**src/rtl/frame_swap_scheduler.sv**
```systemverilog
// Double-buffer sequencer: owns the front/back buffer select, drives the
// back-buffer clear, gates rasteriser writes and swaps only at vblank start.
module frame_swap_scheduler #(
  parameter int unsigned VSYNC_ACTIVE_LOW  = 1,
  parameter int unsigned CLEAR_ON_SWAP     = 1,
  parameter int unsigned FRAME_COUNT_WIDTH = 16
) (
  input  logic                         clock,
  input  logic                         reset_n,
  input  logic                         vsync,
  input  logic                         swap_req,
  input  logic                         clear_req,
  input  logic                         fill_done,
  input  logic                         writing_done,
  output logic                         front_buffer,
  output logic                         back_buffer,
  output logic                         fill_background,
  output logic                         draw_enable,
  output logic                         swap_pending,
  output logic                         req_dropped,
  output logic [FRAME_COUNT_WIDTH-1:0] frame_count
);

  typedef enum logic [2:0] {
    CLEAR_START,
    CLEAR,
    DRAW,
    FLUSH,
    WAIT_VBLANK,
    SWAP
  } state_t;

  localparam logic                         VSYNC_IDLE = (VSYNC_ACTIVE_LOW != 0) ? 1'b1 : 1'b0;
  localparam logic [FRAME_COUNT_WIDTH-1:0] COUNT_ONE  = {{(FRAME_COUNT_WIDTH-1){1'b0}}, 1'b1};

  state_t state;
  state_t state_next;

  logic vsync_meta;
  logic vsync_sync;
  logic vblank_prev;
  logic vblank_level;
  logic vblank_start;

  logic fill_next;
  logic drop_next;
  logic swap_now;

  // vsync arrives from the pixel-clock domain; two flops plus an edge-history flop.
  always_ff @(posedge clock or negedge reset_n) begin
    if (!reset_n) begin
      vsync_meta  <= VSYNC_IDLE;
      vsync_sync  <= VSYNC_IDLE;
      vblank_prev <= 1'b0;
    end else begin
      vsync_meta  <= vsync;
      vsync_sync  <= vsync_meta;
      vblank_prev <= vblank_level;
    end
  end

  assign vblank_level = vsync_sync ^ VSYNC_IDLE;
  assign vblank_start = vblank_level & ~vblank_prev;

  always_ff @(posedge clock or negedge reset_n) begin
    if (!reset_n) begin
      state <= CLEAR_START;
    end else begin
      state <= state_next;
    end
  end

  always_comb begin
    state_next = state;
    unique case (state)
      CLEAR_START: state_next = CLEAR;
      CLEAR: begin
        if (fill_done) state_next = DRAW;
      end
      DRAW: begin
        if (swap_req)       state_next = FLUSH;
        else if (clear_req) state_next = CLEAR_START;
      end
      FLUSH: begin
        if (writing_done) state_next = WAIT_VBLANK;
      end
      WAIT_VBLANK: begin
        if (vblank_start) state_next = SWAP;
      end
      SWAP: state_next = (CLEAR_ON_SWAP != 0) ? CLEAR_START : DRAW;
      default: state_next = CLEAR_START;
    endcase
  end

  always_comb begin
    draw_enable  = 1'b0;
    swap_pending = 1'b0;
    fill_next    = 1'b0;
    swap_now     = 1'b0;
    drop_next    = 1'b0;
    unique case (state)
      CLEAR_START: fill_next = 1'b1;
      DRAW: begin
        draw_enable = 1'b1;
        drop_next   = swap_req & clear_req;
      end
      FLUSH, WAIT_VBLANK: swap_pending = 1'b1;
      SWAP: swap_now = 1'b1;
      default: ;
    endcase
    if (state != DRAW) drop_next = swap_req | clear_req;
  end

  // Fill command and drop flag are registered so both read 0 throughout reset;
  // the fill pulse therefore lands in the cycle after CLEAR_START.
  always_ff @(posedge clock or negedge reset_n) begin
    if (!reset_n) begin
      front_buffer    <= 1'b0;
      frame_count     <= '0;
      fill_background <= 1'b0;
      req_dropped     <= 1'b0;
    end else begin
      fill_background <= fill_next;
      req_dropped     <= drop_next;
      if (swap_now) begin
        front_buffer <= ~front_buffer;
        frame_count  <= frame_count + COUNT_ONE;
      end
    end
  end

  assign back_buffer = ~front_buffer;

endmodule
```
**config.mk**
```make
export PLATFORM = sky130hd
export DESIGN_NAME = frame_swap_scheduler
export DESIGN_NICKNAME = d
export VERILOG_FILES = /design/src/rtl/frame_swap_scheduler.sv
export SDC_FILE = /design/constraint.sdc
export NUM_CORES = 1
export LEC_CHECK = 0
export CORE_MARGIN = 2
export CORE_UTILIZATION = 55
export CTS_CLUSTER_SIZE = 30
export DETAILED_ROUTE_END_ITERATION = 8
export DONT_BUFFER_PORTS = 1
export PLACE_DENSITY = 0.78
export SYNTH_ARGS = -nofsm -noshare
export SYNTH_HDL_FRONTEND = slang
export SYNTH_SLANG_ARGS = --single-unit
```
**constraint.sdc**
```tcl
create_clock -name clock -period 2 [get_ports clock]
set_input_delay 0.4 -clock clock [delete_from_list [all_inputs] [get_ports clock]]
set_output_delay 0.4 -clock clock [all_outputs]
set_load 0.005 [all_outputs]
```
==> key figures <==
Status
  – Outcome: finished clean

Final layout
  – Register area: approximately 630 sq um
  – Most common cell after layout, fill and taps aside: dfrtp_1
  – Nets: approximately 110
  – Area grow syn2layout: 4.93%
  – Fillers: approximately 170
  – Layout cells sized above 1: a little under a tenth
  – Area of the multi-input gates: about 450 sq um
  – Most frequent cells in the layout: dfrtp_1 (23), xnor2_1 (11), nand3_1 (9), inv_1 (7), nand2_1 (7)
  – Util after Layout: between 60% and 70%
  – Antenna fix cells: 0

Worst setup path
  – Worst Path Required: between 1500 and 2000 ps
  – Largest fanout on the critical path: 7
  – Reg-to-reg setup timing slack: ~450 ps
  – Crit-path slowest cell: dfrtp_1
  – R2R cell count: 4
  – Kind of critical path: flop to output port
  – Setup crit end kind: output port
  – R2r endpoint: frame_count[12]
  – Startpoint Class: flop
  – Worst flop-to-flop path startpoint: state[0]
  – Critical path's largest stage delay: slightly above 500 ps
  – CP arrival: around 1400 ps
  – Worst path bufs/invs: 1
  – CP top delay family: flip-flops
  – Crit-path cells: inv_1, or3_1, nand2_1

Die
  – Initial Util: 57.5%
  – Row Count: 16
  – Die Span X: just under 50 um
  – # IOs: 29
  – Core box area: about 1900 sq um
  – Die Ht: approximately 50 um
  – Die area: about 2400 sq um

Timing
  – Tcrit/Tclk final: just over 90%
  – Period minus WS final: 1830 ps
  – Setup violators final: 0
  – Worst-Margin Slew: between 1000 and 1500 ps
  – RSZ-0062 raised after global routing: false
  – Clk_skew: 2.54 ps
  – Hold Vio Cnt, Final: 0
  – Fmax: 546 MHz
  – Count of pins over their slew limit: 0
  – Setup tns final: 0 ps
  – Worst Hold Slack: 71.0 ps
  – Relative slew slack: 29.8%

Clock network
  – TritonCTS clock tree: done
  – # Post-CTS Setup Buffers: 0
  – Hold Buf Count CTS: 1
  – Htree depth: 1
  – Worst skew pair latency: approximately 310 ps
  – CTS resizes: 0
  – Clock buffer depth: 2
  – CTS buffer count: 3
  – Clock sink total: 25
  – CTS Root Buffer Type: clkbuf_4
  – Clk pin slew, worst setup/hold paths: ~120 ps

Job
  – Max-Cap Viols: 0

Logic synthesis
  – Syn_area_per_cell: between 10 and 15 sq um
  – Seq/Total Area, Yosys: between 50 and 60%
  – Synth unique cells: 27
  – FF+latch count, synth: 25
  – Post-Syn Nets: 104
  – Warnings from Yosys: 0
  – Syn Inst Count: 96
  – Cell area after synthesis: between 1000 and 1500 sq um

Drt
  – # DRC: 0
  – Post-route ant nets: 0
  – Vias per cell: between 5 and 6
  – DR vias: about 700
  – TritonRoute pass-1 iters: 4
  – WL/cell: about 14 um
  – Routed WL: ~1800 um
  – DR iter-0 viols: 3

Global route
  – Total GRT Usage: 16.8%
  – Largest net degree at the start of global routing: 26
  – Initial antenna violation count: 0
  – Number of global-route vias before repair: 680
  – First-pass GRT wire length: a little over 3000 um
  – Gr ovfl total: 0

Place
  – Post-DP HPWL: roughly 1400 um
  – GP Congestion: roughly 0.74
  – IO Port Bufs: 0

Power and ir drop
  – NetSw: just over 400 uW
  – Sw Ratio: around a third
  – Flop pwr share: 61.4%
  – Cell area power density: 1030 nW/um^2
  – Pleak: between 0.0005 and 0.0006 uW
  – Internal Power: roughly 800 uW
  – Logic gate share of total power: 20.9%
  – Worst vdd ir: 0.000655 V
  – Clock share of power: about 18%

Worst hold path
  – Hold Crit Start: vsync
  – Endpoint of the worst hold path: vsync_meta
  – Hold Path Cell Cnt: 0
  – Worst min path class: primary input to flop
-- per-stage QoR --
step / instance area (sq um) / total power, uW / worst slack, ps / std cells
after global routing: 1170 / 1290 / 80.5 / 126
after detailed placement: 1130 / 1000 / 463 / 121
after CTS: 1170 / 1230 / 155 / 126
after floorplan: 1120 / 955 / 620 / 96
after global placement: 1130 / 982 / 498 / 121
final: 1170 / 1210 / 169 / 126
-- cells by family (layout without fill, tap and decap cells) --
logic type | Yosys count | in the layout | synth area share [%]
flops | 25 | 25 | 56.3
buf+inv | 9 | 12 | 3.70
compound gates | 9 | 9 | 5.05
fa+ha+maj | 2 | 2 | 2.02
xor+xnor | 16 | 16 | 12.6
simple gates | 35 | 35 | 20.4
-- sequential cells by signal, indices dropped and copies added (netlist names) --
register         flops
front_buffer         1
vblank_prev          1
fill_background      1
state                3
vsync_meta           1
vsync_sync           1
req_dropped          1
frame_count         16
-- area by class of cell --
| class | instances | area share, % |
|---|---|---|
| sequential | 25 | 53.6 |
| multi-input combinational | 62 | 38.1 |
| tap | 27 | 2.88 |
| clock buffer | 4 | 2.24 |
| inverter | 7 | 2.24 |
| timing repair buffer | 1 | 0.855 |
-- per-layer routing --
metal / wire, um / vias to the layer above / share of wire, % / global-route usage (%)
met5: 0 / - / 0 / 0
li1: - / 332 / - / -
met1: 758 / 334 / 42 / 18.9
met3: 94 / 2 / 5.3 / 7.36
met4: 14 / 0 / 0.78 / 4.29
met2: 923 / 21 / 52 / 29.2
-- cell usage after synthesis --
| master | number | area (sq um) |
|---|---|---|
| a211oi_1 | 1 | 7.51 |
| a21oi_1 | 4 | 20.0 |
| and3_1 | 3 | 18.8 |
| buf_4 | 2 | 15.0 |
| dfrtp_1 | 23 | 576 |
| dfstp_2 | 2 | 52.6 |
| ha_1 | 1 | 12.5 |
| inv_1 | 7 | 26.3 |
| maj3_1 | 1 | 10.0 |
| nand2_1 | 7 | 26.3 |
| nand2b_1 | 1 | 6.26 |
| nand3_1 | 9 | 45.0 |
| nand3b_4 | 1 | 20.0 |
| nand4_1 | 2 | 12.5 |
| nand4_2 | 1 | 12.5 |
| nor2_1 | 4 | 15.0 |
| nor2b_1 | 1 | 6.26 |
| nor3_1 | 2 | 10.0 |
| nor4_4 | 2 | 42.5 |
| o21ai_0 | 1 | 5.00 |
| o21bai_1 | 1 | 7.51 |
| o22ai_1 | 1 | 6.26 |
| o311a_1 | 1 | 10.0 |
| or2_1 | 1 | 6.26 |
| or3_1 | 1 | 6.26 |
| xnor2_1 | 11 | 96.3 |
| xor2_1 | 5 | 43.8 |
-- power groups by stage --
stage	Combinational (uW)	Clock [uW]	Sequential [uW]
final	252	214	741
after global routing	289	245	758
after CTS	260	224	743
after detailed placement	248	0	752
after global placement	235	0	747
after floorplan	275	0	680
-- worst max path at each step --
stage | startpoint | endpoint | slack (ps) | depth (start not counted)
final | state[2] | swap_pending | 170 | 3
after floorplan | frame_count[0] | frame_count[14] | 620 | 5
after global placement | frame_count[0] | frame_count[12] | 500 | 5
after global routing | state[2] | swap_pending | 80 | 3
after CTS | state[2] | swap_pending | 150 | 3
after detailed placement | frame_count[0] | frame_count[12] | 460 | 5
No activity file was read; power rests on OpenSTA's default activity.
